$ cat src/rtl/uart_rx_controller.sv
// uart_rx_controller
//
// Sequencing controller between a UART receiver and a byte-stream consumer.
// Accepts completed bytes from the receiver through its Ready/Enable
// handshake and buffers them in a first-word fall-through FIFO. A receiver
// error is recovered by pulsing the receiver reset low for RECOVER_CYCLES
// cycles, and each error is counted in a saturating counter.
//
// Ports
//   Clk         system clock, rising edge
//   Reset       asynchronous active-low reset
//   Enable      1 = receive, 0 = receiver held in reset, no accepts
//   RxData      byte from receiver, valid while RxReady=1
//   RxReady     receiver holds a complete byte
//   RxError     receiver error, sticky until receiver reset
//   RxEnable    registered one-cycle pulse consuming the held byte
//   RxResetN    registered active-low receiver reset
//   OutData     FIFO head byte (last popped byte while empty)
//   OutValid    FIFO not empty
//   OutReady    consumer pops head when OutValid=1
//   FifoLevel   bytes stored, 0..DEPTH
//   ErrorCount  saturating receiver-error count
//   ErrorClear  synchronous clear of ErrorCount
//
// state         | meaning
// --------------+----------------------------------------------------------
// StateDisabled | receiver held in reset, nothing accepted
// StateWait     | waiting for a byte or an error from the receiver
// StateRelease  | byte captured, RxEnable pulse consumes it in the receiver
// StateRecover  | receiver reset held low while the recovery timer runs

module uart_rx_controller #(
    parameter int DEPTH          = 8,
    parameter int ADDR_WIDTH     = 3,
    parameter int RECOVER_CYCLES = 2
) (
    input  logic                  Clk,
    input  logic                  Reset,
    input  logic                  Enable,
    input  logic [7:0]            RxData,
    input  logic                  RxReady,
    input  logic                  RxError,
    output logic                  RxEnable,
    output logic                  RxResetN,
    output logic [7:0]            OutData,
    output logic                  OutValid,
    input  logic                  OutReady,
    output logic [ADDR_WIDTH:0]   FifoLevel,
    output logic [7:0]            ErrorCount,
    input  logic                  ErrorClear
);

    localparam int CntWidth = (RECOVER_CYCLES > 1) ? $clog2(RECOVER_CYCLES) : 1;
    localparam logic [ADDR_WIDTH:0] LevelFull = (ADDR_WIDTH + 1)'(DEPTH);
    localparam logic [ADDR_WIDTH:0] LevelOne  = (ADDR_WIDTH + 1)'(1);
    localparam logic [ADDR_WIDTH-1:0] PtrOne  = ADDR_WIDTH'(1);

    typedef enum logic [1:0] {
        StateDisabled,
        StateWait,
        StateRelease,
        StateRecover
    } StateT;

    StateT                 state;
    StateT                 nextState;
    logic [CntWidth-1:0]   recoverCnt;
    logic [CntWidth-1:0]   nextRecoverCnt;

    logic [7:0]            fifoMem [DEPTH];
    logic [ADDR_WIDTH-1:0] wrPtr;
    logic [ADDR_WIDTH-1:0] rdPtr;
    logic [7:0]            lastPopped;
    logic                  fifoFull;
    logic                  fifoEmpty;
    logic                  fifoWrite;
    logic                  fifoPop;
    logic                  errorEvent;

    assign fifoFull  = (FifoLevel == LevelFull);
    assign fifoEmpty = (FifoLevel == '0);
    assign OutValid  = !fifoEmpty;
    assign fifoPop   = OutValid & OutReady;
    // While empty the head slot holds stale data, so show the last popped byte.
    assign OutData   = fifoEmpty ? lastPopped : fifoMem[rdPtr];

    always_comb begin
        nextState      = state;
        nextRecoverCnt = recoverCnt;
        fifoWrite      = 1'b0;
        errorEvent     = 1'b0;
        if (!Enable) begin
            nextState = StateDisabled;
        end else begin
            case (state)
                StateDisabled: nextState = StateWait;
                StateWait: begin
                    if (RxError) begin
                        nextState      = StateRecover;
                        nextRecoverCnt = CntWidth'(RECOVER_CYCLES - 1);
                        errorEvent     = 1'b1;
                    end else if (RxReady && !fifoFull) begin
                        fifoWrite = 1'b1;
                        nextState = StateRelease;
                    end
                end
                // RxReady stays high until the receiver sees RxEnable; ignore it here.
                StateRelease: nextState = StateWait;
                StateRecover: begin
                    if (recoverCnt == '0) begin
                        nextState = StateWait;
                    end else begin
                        nextRecoverCnt = recoverCnt - CntWidth'(1);
                    end
                end
                default: nextState = StateDisabled;
            endcase
        end
    end

    always_ff @(posedge Clk or negedge Reset) begin
        if (!Reset) begin
            state      <= StateDisabled;
            recoverCnt <= '0;
            RxEnable   <= 1'b0;
            RxResetN   <= 1'b0;
        end else begin
            state      <= nextState;
            recoverCnt <= nextRecoverCnt;
            RxEnable   <= (nextState == StateRelease);
            RxResetN   <= !((nextState == StateDisabled) || (nextState == StateRecover));
        end
    end

    always_ff @(posedge Clk) begin
        if (fifoWrite) begin
            fifoMem[wrPtr] <= RxData;
        end
    end

    always_ff @(posedge Clk or negedge Reset) begin
        if (!Reset) begin
            wrPtr      <= '0;
            rdPtr      <= '0;
            FifoLevel  <= '0;
            lastPopped <= '0;
        end else begin
            if (fifoWrite) begin
                wrPtr <= wrPtr + PtrOne;
            end
            if (fifoPop) begin
                rdPtr      <= rdPtr + PtrOne;
                lastPopped <= fifoMem[rdPtr];
            end
            case ({fifoWrite, fifoPop})
                2'b10:   FifoLevel <= FifoLevel + LevelOne;
                2'b01:   FifoLevel <= FifoLevel - LevelOne;
                default: FifoLevel <= FifoLevel;
            endcase
        end
    end

    always_ff @(posedge Clk or negedge Reset) begin
        if (!Reset) begin
            ErrorCount <= '0;
        end else if (ErrorClear) begin
            ErrorCount <= errorEvent ? 8'd1 : 8'd0;
        end else if (errorEvent && (ErrorCount != 8'hFF)) begin
            ErrorCount <= ErrorCount + 8'd1;
        end
    end

endmodule

$ cat config.mk
export PLATFORM = sky130hd
export DESIGN_NAME = uart_rx_controller
export DESIGN_NICKNAME = d
export VERILOG_FILES = /design/src/rtl/uart_rx_controller.sv
export SDC_FILE = /design/constraint.sdc
export NUM_CORES = 1
export LEC_CHECK = 0
export ABC_AREA = 1
export BUFFER_PORTS_ARGS = -buffer_cell sky130_fd_sc_hd__buf_4
export CAP_MARGIN = 25
export CORE_MARGIN = 10
export CORE_UTILIZATION = 50
export CTS_CLUSTER_DIAMETER = 60
export DETAILED_ROUTE_END_ITERATION = 10
export HOLD_SLACK_MARGIN = 0.1
export PLACE_DENSITY_LB_ADDON = 0.3
export SYNTH_ARGS = -nofsm -noshare
export SYNTH_HDL_FRONTEND = slang
export SYNTH_SLANG_ARGS = --single-unit
$ cat constraint.sdc
create_clock -name Clk -period 2.67 [get_ports Clk]
set_clock_uncertainty 0.05 [all_clocks]
set_input_delay 0.534 -clock Clk [delete_from_list [all_inputs] [get_ports Clk]]
set_output_delay 0.534 -clock Clk [all_outputs]
set_load 0.1 [all_outputs]
==> impl_metrics.json <==
{
  "worstPathArrival_ns": 1.91,
  "cp-endpoint": "OutData[5]",
  "cts_tree": "yes",
  "rows": 33,
  "critical_path.cell_chain": "buf_4, nor2_1, nor2_1, o21ai_0, nand3_1, nand3_1, nand2_2, buf_4",
  "port_buffers": 37,
  "drv_slew": 0,
  "rrSetupSlack_ns": 0.44,
  "crit_start": "rdPtr[0]",
  "hold_class": "primary input to flip-flop",
  "hpwl_mm": 6.28,
  "path_depth": 8,
  "r2r_start": "FifoLevel[0]",
  "clk_pin_slew_worst_paths_ns": 0.10,
  "first_iter_violations": 215,
  "grt_pass1_wl_mm": 15.2,
  "dp_cells": 568,
  "drt_wl_total_mm": 9.29,
  "synth_cell_types": 31,
  "drive_gt1_frac": 0.210,
  "reg2reg_depth": 12,
  "wl_per_cell_um": 15.9,
  "ys_warn_count": 0,
  "post-route-drc-count": 0,
  "hold_ws_ns": 0.356,
  "first_pass_iters": 5,
  "cp_max_fo": 8,
  "ys_ff_latch": 95,
  "fmax_ghz": 0.402,
  "die_y_um": 112,
  "syn_nets": 440,
  "start_util": 0.514,
  "hold_viol": 0,
  "critPathTopFamily": "buffers and inverters",
  "cts_root_buffer": "clkbuf_8",
  "gp_congestion": 0.828,
  "antenna_found_initial": 0,
  "grt-ovfl-total": 0,
  "critPathLaunchType": "flip-flop",
  "rsz0062_at_grt": "false",
  "die_w_um": 112,
  "via_per_inst": 5.26,
  "grt_max_degree": 32,
  "die-area_sq_mm": 0.0125,
  "grt_pass1_vias": 3068,
  "tightest_slew_ns": 0.406,
  "max_cap_viol_count": 0,
  "worstSkewPairLatency_ns": 0.36,
  "synthCells": 418,
  "outcome": "complete, no violations",
  "area_growth_pct": 18.6,
  "num_vias": 3080,
  "p_leak_nw": 2.11,
  "syn_avg_cell_area_sq_um": 10.1,
  "vdd_ir_drop_max_uv": 659,
  "p_per_area_mw_per_mm2": 1220,
  "stdcell_count": 585,
  "io_pins": 38,
  "setup_viol": 0,
  "clock-sinks": 95,
  "r2r-end": "FifoLevel[2]",
  "diodes": 0,
  "tns_ns": 0,
  "cts.path.max_buffers": 2,
  "crit_buf_inv": 2,
  "cts_buffers": 9,
  "nNetsFinal": 497,
  "layout_min_cycle_time_ns": 2.49,
  "post_dp_cell_area_sq_mm": 0.00475,
  "path_class": "flip-flop to output pin",
  "crit_required_ns": 2.09,
  "cp-end-kind": "output pin",
  "grt_usage": 0.148,
  "fillerInstances": 651,
  "maxSlewHeadroom": 0.730,
  "critPathSlowestCell": "dfrtp_2",
  "core_sq_mm": 0.00822,
  "cts_max_level": 3,
  "syn_area_sq_mm": 0.00422,
  "seq_area_frac_synth": 0.639,
  "detail-route-antenna-nets": 0,
  "max_stage_delay_ns": 0.48,
  "post-route-period-util": 0.933,
  "fin_area_sq_mm": 0.00500
}
-- per-layer routing --
layer  global-route usage  up-vias  routed length (um)
met4               0.0437        0                 138
met1                0.188     1465                4170
met2                0.246       84                4560
met3               0.0333       14                 415
li1                     -     1517                   -
met5                    0        -                   0
-- how the worst min path moves through the flow --
stage | end | depth (start not counted) | startpoint | slack [ns]
3_3_place_gp | lastPopped[2] | 2 | lastPopped[2] | 0.41
3_5_place_dp | lastPopped[2] | 2 | lastPopped[2] | 0.42
2_1_floorplan | ErrorCount[0] | 0 | Reset | 0.19
4_1_cts | fifoMem[6][2] | 1 | RxData[2] | 0.35
6_report | fifoMem[0][2] | 1 | RxData[2] | 0.36
5_1_grt | fifoMem[0][0] | 1 | RxData[0] | 0.35
-- worst register-to-register path: cells and delay by family, from the launching register on --
kind	cells	cell delay, ns
DFF	1	0.46
and+or+nand+nor	6	0.88
AOI/OAI and AO/OA	2	0.17
buffers and inverters	2	0.16
adders and majority gates	2	0.44
-- what timing repair did --
item / CTS / global route
buffers inserted: 0 / 0
hold buffers: 1 / 0
resized for setup: 0 / 1
setup endpoints to repair: 0 / 6
endpoints found under the hold margin: 31 / 0
-- registers in the layout, indices dropped and copies added, names as in the netlist --
| name | cells |
|---|---|
| wrPtr | 3 |
| fifoMem | 64 |
| RxResetN | 1 |
| state | 2 |
| rdPtr | 3 |
| ErrorCount | 8 |
| recoverCnt | 1 |
| RxEnable | 1 |
| FifoLevel | 4 |
| lastPopped | 8 |
-- where the power goes --
| group | internal [mW] | switching (mW) | total, mW |
|---|---|---|---|
| combinational | 0.764 | 2.31 | 3.07 |
| sequential | 1.75 | 0.157 | 1.90 |
| clock | 0.650 | 0.496 | 1.15 |
| total | 3.16 | 2.96 | 6.12 |
-- Yosys cell counts --
cell type | n | area [sq um]
nand2_1 | 80 | 300
nor2_1 | 80 | 300
edfxtp_1 | 64 | 1920
nand3_1 | 41 | 205
o21ai_0 | 38 | 190
dfrtp_1 | 31 | 776
inv_1 | 25 | 93.8
buf_2 | 8 | 40.0
ha_1 | 7 | 87.6
nor3_1 | 5 | 25.0
a21oi_1 | 4 | 20.0
nand2_2 | 4 | 25.0
xor2_1 | 4 | 35.0
inv_2 | 3 | 11.3
nand4_1 | 3 | 18.8
a31oi_1 | 2 | 12.5
buf_4 | 2 | 15.0
clkbuf_2 | 2 | 10.0
nor2_2 | 2 | 12.5
xnor2_1 | 2 | 17.5
a31oi_4 | 1 | 21.3
buf_6 | 1 | 11.3
clkinv_1 | 1 | 3.75
clkinv_2 | 1 | 5.00
nand3_2 | 1 | 10.0
nor3_4 | 1 | 16.3
o21ai_1 | 1 | 5.00
o21ai_2 | 1 | 8.76
o21bai_1 | 1 | 7.51
o31ai_1 | 1 | 7.51
or2_2 | 1 | 6.26
-- layout make-up --
cell class                 instances  area [sq um]  share of cell area
inverter                          30           114              0.0227
multi-input combinational        280          1350               0.270
clock inverter                     5           104              0.0208
sequential                        95          2700               0.540
tap                              105           131              0.0263
clock buffer                      11           141              0.0283
timing repair buffer              59           458              0.0915
-- cells in the final DEF, fill, tap and decap left out, types with 5 or more instances in the layout --
master / n
nand2_1: 72
edfxtp_1: 64
ha_1: 7
inv_1: 25
nand2_2: 12
dfrtp_1: 26
nand3_1: 41
nor3_1: 5
o21ai_0: 38
dfrtp_2: 5
clkbuf_8: 10
buf_4: 57
nor2_1: 80
-- per-stage QoR --
step / power (mW) / worst slack (ns) / util
2_1_floorplan: 4.29 / 0.142 / -
3_3_place_gp: 4.97 / 0.363 / 0.578
3_5_place_dp: 5.01 / 0.288 / 0.578
4_1_cts: 6.15 / 0.0650 / 0.609
5_1_grt: 6.46 / 0.0384 / 0.609
6_report: 6.12 / 0.179 / 0.609
-- kinds of logic (layout without fill, tap and decap cells) --
family | count (synthesis) | in the layout | synth area share
AOI/OAI and AO/OA | 49 | 49 | 0.0646
xor gates and xnor gates | 6 | 6 | 0.0125
adders and majority gates | 7 | 7 | 0.0208
buffers and inverters | 43 | 105 | 0.0451
DFF | 95 | 95 | 0.639
and+or+nand+nor | 218 | 218 | 0.218
Note: power is estimated with default switching activity, not from simulation.
